===== config.mk =====
export PLATFORM = sky130hd
export DESIGN_NAME = if_id_reg
export DESIGN_NICKNAME = d
export VERILOG_FILES = /design/src/rtl/if_id_reg_pkg.sv /design/src/rtl/if_id_perf_cnt.sv /design/src/rtl/if_id_reg.sv
export SDC_FILE = /design/constraint.sdc
export NUM_CORES = 1
export LEC_CHECK = 0
export CORE_AREA = 3 3 108 79
export CTS_CLUSTER_SIZE = 8
export DETAILED_ROUTE_END_ITERATION = 7
export DIE_AREA = 0 0 111 82
export PLACE_DENSITY = 0.73
export SLEW_MARGIN = 10
export SYNTH_ARGS = -nofsm -noshare
export SYNTH_HDL_FRONTEND = slang
export SYNTH_HIERARCHICAL = 1
export SYNTH_SLANG_ARGS = --single-unit
export TNS_END_PERCENT = 100

===== constraint.sdc =====
create_clock -name clk -period 2.9 [get_ports clk]
set_input_delay 0.29 -clock clk [delete_from_list [all_inputs] [get_ports clk]]
set_output_delay 0.29 -clock clk [all_outputs]
set_load 0.01 [all_outputs]

===== src/rtl/if_id_reg_pkg.sv =====
// Shared definitions for the IF/ID pipeline buffer: widths, NOP encoding,
// state encodings, control enable levels and the buffered entry payload.
package if_id_reg_pkg;

  localparam int unsigned DATA_W = 16;
  localparam int unsigned CNT_W  = 16;

  localparam logic [DATA_W-1:0] NOP_INST = 16'h0800;

  // Enable levels of the control inputs
  localparam logic CLEAR_LVL = 1'b1;
  localparam logic PAUSE_LVL = 1'b1;

  typedef enum logic [1:0] {
    ST_EMPTY = 2'd0,
    ST_ONE   = 2'd1,
    ST_TWO   = 2'd2
  } state_t;

  typedef struct packed {
    logic [DATA_W-1:0] pc;
    logic [DATA_W-1:0] inst;
  } entry_t;

  // Value held by an unoccupied slot
  function automatic entry_t empty_entry();
    entry_t e;
    e.pc   = '0;
    e.inst = NOP_INST;
    return e;
  endfunction

endpackage : if_id_reg_pkg


===== src/rtl/if_id_perf_cnt.sv =====
// Saturating flush/stall event counters for the IF/ID buffer.
module if_id_perf_cnt
  import if_id_reg_pkg::*;
(
  input  logic             clk,
  input  logic             rst,
  input  logic             flush_ev,
  input  logic             stall_ev,
  output logic [CNT_W-1:0] flush_cnt,
  output logic [CNT_W-1:0] stall_cnt
);

  localparam logic [CNT_W-1:0] CNT_MAX = '1;

  // Count events, sticking at all-ones instead of wrapping
  always_ff @(posedge clk or negedge rst) begin
    if (!rst) begin
      flush_cnt <= '0;
      stall_cnt <= '0;
    end else begin
      if (flush_ev && (flush_cnt != CNT_MAX)) flush_cnt <= flush_cnt + CNT_W'(1);
      if (stall_ev && (stall_cnt != CNT_MAX)) stall_cnt <= stall_cnt + CNT_W'(1);
    end
  end

endmodule : if_id_perf_cnt


===== src/rtl/if_id_reg.sv =====
// IF/ID pipeline register built as a 2-entry in-order buffer (head + skid).
// Optional flush/stall counters are included when IF_ID_PERF_CNT_EN is defined.
module if_id_reg
  import if_id_reg_pkg::*;
(
  input  logic              clk,
  input  logic              rst,
  input  logic              clear,
  input  logic              pause,
  input  logic              if_valid,
  input  logic [DATA_W-1:0] if_pc,
  input  logic [DATA_W-1:0] if_inst,
  output logic              if_ready,
  output logic              id_valid,
  output logic [DATA_W-1:0] id_pc,
  output logic [DATA_W-1:0] id_inst
`ifdef IF_ID_PERF_CNT_EN
  ,
  output logic [CNT_W-1:0]  flush_cnt,
  output logic [CNT_W-1:0]  stall_cnt
`endif
);

  state_t state, state_nxt;
  entry_t head, head_nxt;
  entry_t skid, skid_nxt;
  entry_t in_entry;
  logic   flush, push, pop;

  assign flush    = (clear == CLEAR_LVL);
  assign push     = if_valid && if_ready;
  assign pop      = id_valid && (pause != PAUSE_LVL) && !flush;
  assign in_entry = '{pc: if_pc, inst: if_inst};

  // State register
  always_ff @(posedge clk or negedge rst) begin
    if (!rst) state <= ST_EMPTY;
    else      state <= state_nxt;
  end

  // Entry storage
  always_ff @(posedge clk or negedge rst) begin
    if (!rst) begin
      head <= empty_entry();
      skid <= empty_entry();
    end else begin
      head <= head_nxt;
      skid <= skid_nxt;
    end
  end

  // Next state and entry update; flush wins over push and pop
  always_comb begin
    state_nxt = state;
    head_nxt  = head;
    skid_nxt  = skid;
    if (flush) begin
      state_nxt = ST_EMPTY;
      head_nxt  = empty_entry();
      skid_nxt  = empty_entry();
    end else begin
      case (state)
        ST_EMPTY: begin
          if (push) begin
            state_nxt = ST_ONE;
            head_nxt  = in_entry;
          end
        end
        ST_ONE: begin
          if (push && pop) begin
            head_nxt = in_entry;
          end else if (push) begin
            state_nxt = ST_TWO;
            skid_nxt  = in_entry;
          end else if (pop) begin
            state_nxt = ST_EMPTY;
            head_nxt  = empty_entry();
          end
        end
        ST_TWO: begin
          // Full: no push possible, pop shifts skid into head
          if (pop) begin
            state_nxt = ST_ONE;
            head_nxt  = skid;
            skid_nxt  = empty_entry();
          end
        end
        default: begin
          state_nxt = ST_EMPTY;
          head_nxt  = empty_entry();
          skid_nxt  = empty_entry();
        end
      endcase
    end
  end

  // Outputs decoded from state and head entry only
  always_comb begin
    if_ready = 1'b1;
    id_valid = 1'b0;
    id_pc    = '0;
    id_inst  = NOP_INST;
    if (state != ST_EMPTY) begin
      id_valid = 1'b1;
      id_pc    = head.pc;
      id_inst  = head.inst;
    end
    if (state == ST_TWO) if_ready = 1'b0;
  end

`ifdef IF_ID_PERF_CNT_EN
  logic flush_ev, stall_ev;

  assign flush_ev = flush && (state != ST_EMPTY);
  assign stall_ev = (pause == PAUSE_LVL) && !flush && id_valid;

  if_id_perf_cnt u_perf_cnt (
    .clk       (clk),
    .rst       (rst),
    .flush_ev  (flush_ev),
    .stall_ev  (stall_ev),
    .flush_cnt (flush_cnt),
    .stall_cnt (stall_cnt)
  );
`endif

endmodule : if_id_reg


==> run_results.csv <==
group,metric,value,unit
cells_and_area,multiInputGateArea,1740,sq um
sta,hold_viol_final,0,
die,die_w,111,um
synthesis,synth_common_cells,"dfrtp_1 (64), inv_1 (47), nor2_1 (32)",
hold_path,worst_hold_path_type,"in -> reg",
cells_and_area,area_delta_synth_final,24.7,%
sta,relSlewSlack,54.4,%
routing,via_count,2985,
power,leakage,1.93,nW
synthesis,synth_edf_count,0,
grt,grt_first_pass_wirelength,15600,um
synthesis,yosys.area.top_type,"dfrtp_1",
synthesis,synthTopCellsByArea,"dfrtp_1 (42%), mux2_2 (9.3%), o32ai_2 (8.6%)",
critical_path,arrival,2.08,ns
critical_path,path_class,"reg -> out",
die,io_pins,71,
cts,cts_buffer_depth,2,
placed_design,gp_congestion,0.772,
synthesis,ys_async_sr_fraction,100,%
critical_path,path_cells,"inv_2 > nand2_1 > clkdlybuf4s50_1",
synthesis,synth.distinct_cells,38,
power,ir_drop,0.249,mV
sta,finalCritPeriodShare,81.6,%
sta,tightest_slew,0.683,ns
sta,setup_violations,0,
grt,grt_overflow,0,
critical_path,critPathLaunchType,"flip-flop",
sta,tns,0,ns
run_status,run_status,"completed",
grt,use_met2,34.1,%
routing,drcViolationCount,0,
critical_path,max_stage_delay,0.56,ns
grt,grt_use_met1,30.1,%
cts,cts_buffers,9,
synthesis,avgSynthCellArea,10.9,sq um
synthesis,synth-seq-cells,66,
critical_path,cp-end-kind,"output pin",
grt,grt_max_degree,35,
synthesis,ys.warnings.count,6,
sta,fin_crit,2.37,ns
synthesis,synth_top_flop_cell,"dfrtp_1",
sta,holdWs,0.454,ns
cts,cts_tree,"yes",
cts,post_cts_buffers,0,
cts,holdBufCountCts,1,
grt,antenna_found_initial,0,
cells_and_area,seqCellArea,1660,sq um
grt,grt_busiest_layer,"met2",
sta,fmax,0.423,GHz
die,start_util,49.2,%
sta,finalClockSkew,0.00679,ns
placed_design,port_buffers,70,
placed_design,place_hpwl,6230,um
synthesis,synth_top_area_share,42.5,%
cells_and_area,fillers,639,
routing,drt_first_pass_iters,7,
die,core,7670,sq um
cts,cts-root-buf,"clkbuf_8",
critical_path,crit_family,"buffers and inverters",
critical_path,crit_buf_inv,2,
cells_and_area,nNetsFinal,447,
routing,ant_nets,0,
sta,rsz0062_at_grt,"no",
grt,use_met3,5.38,%
cts,htreeDepth,3,
routing,viasPerCell,5.80,
die,fp-row-count,27,
routing,drtIter0Drc,216,
synthesis,synthesis.nets,383,
run,maxCapViolCount,0,
sta,slew_viol_final,0,
cells_and_area,drive_gt1_share,22.2,%
synthesis,seq_area_frac_synth,43.8,%
cts,clk_pin_slew,0.07,ns
cts,cts_sinks,66,
synthesis,yosysMostFrequentCell,"dfrtp_1",
grt,track_usage,21.5,%
cells_and_area,antenna_cells,0,
routing,wl,9410,um
power,p_per_area,472,nW/um^2
critical_path,required,2.61,ns
die,dieArea,9100,sq um
grt,grt_pass1_vias,3011,
synthesis,synth_area,3770,sq um
cts,clk-insertion-delay-late,0.33,ns
critical_path,cp_max_fo,34,
cells_and_area,post-route-util,61.4,%
synthesis,syn_inst,346,
routing,wl_per_cell,18.3,um
critical_path,slowest_stage,"inv_2",
die,fp.dieH,82,um
cts,cts_resized,0,
## cell usage in the layout, fill, tap and decap left out, types with 2 or more instances in the layout
master / count
a21oi_1: 2
a22o_1: 18
a22oi_1: 26
a31oi_4: 2
a32oi_1: 6
and3b_1: 2
buf_2: 2
buf_4: 13
clkbuf_1: 2
clkbuf_8: 10
clkdlybuf4s50_1: 68
clkinv_2: 2
dfrtp_1: 63
dfstp_2: 2
inv_1: 47
mux2_2: 31
mux2i_1: 13
nand2_1: 14
nand2b_1: 5
nand3b_1: 2
nor2_1: 32
o32ai_1: 11
o32ai_2: 20
## worst register-to-register path: stages (launching register included)
cell and delay [ns]:
dfrtp_2 0.68, buf_4 0.34, nor3b_2 0.07, buf_4 0.23
and3_1 0.21, buf_4 0.21, a22o_1 0.22
## power breakdown
part / leakage, nW / internal (mW) / switching, mW
Clock: 0.0962 / 0.414 / 0.335
Combinational: 0.946 / 0.212 / 0.259
Sequential: 0.892 / 0.975 / 0.0246
Total: 1.93 / 1.60 / 0.618
## state kept, by name (all words and copies together) (netlist names)
name   count
head      32
skid      32
state      2
## final timing paths
path                       startpoint  slack, ns  cells after the start        to
setup / recovery             state[0]       0.53                      3  if_ready
hold / removal                  clear       0.45                      2  state[0]
setup reg to reg             state[1]       0.83                      6  skid[30]
hold reg to reg              skid[11]       0.49                      2  skid[11]
max in group asynchronous         rst       1.63                      3  head[11]
min in group asynchronous         rst       0.49                      2  skid[25]
## final cells by class
type                       count  share of cell area (%)
clock buffer                  12                    3.08
inverter                      48                    3.83
sequential                    66                    35.2
multi-input combinational    200                    37.0
tap                          101                    2.69
timing repair buffer          85                    17.4
clock inverter                 3                   0.851
## kinds of logic (layout without fill, tap and decap cells)
logic type,Yosys count,after routing,share of synthesized area [%]
AOI/OAI and AO/OA,90,90,24.0
buffers and inverters,80,148,10.7
DFF,66,66,43.8
and+or+nand+nor,66,66,8.79
muxes,44,44,12.7
## routing by layer
layer | up-vias | share of wire [%] | routed length (um)
met5 | - | 0 | 0
met4 | 0 | 0.38 | 36
met3 | 5 | 7.4 | 692
met2 | 105 | 46 | 4370
met1 | 1497 | 46 | 4310
li1 | 1378 | - | -
## stage by stage
stage / cells / cell area, sq um / setup slack, ns / power [mW]
final: 515 / 4710 / 0.534 / 2.22
after CTS: 515 / 4710 / 0.526 / 2.24
after global routing: 515 / 4710 / 0.395 / 2.33
after global placement: 499 / 4510 / 0.732 / 1.47
after detailed placement: 499 / 4510 / 0.691 / 1.49
after floorplan: 346 / 3770 / 1.42 / 1.30
Power figures use the tool's default switching activity.
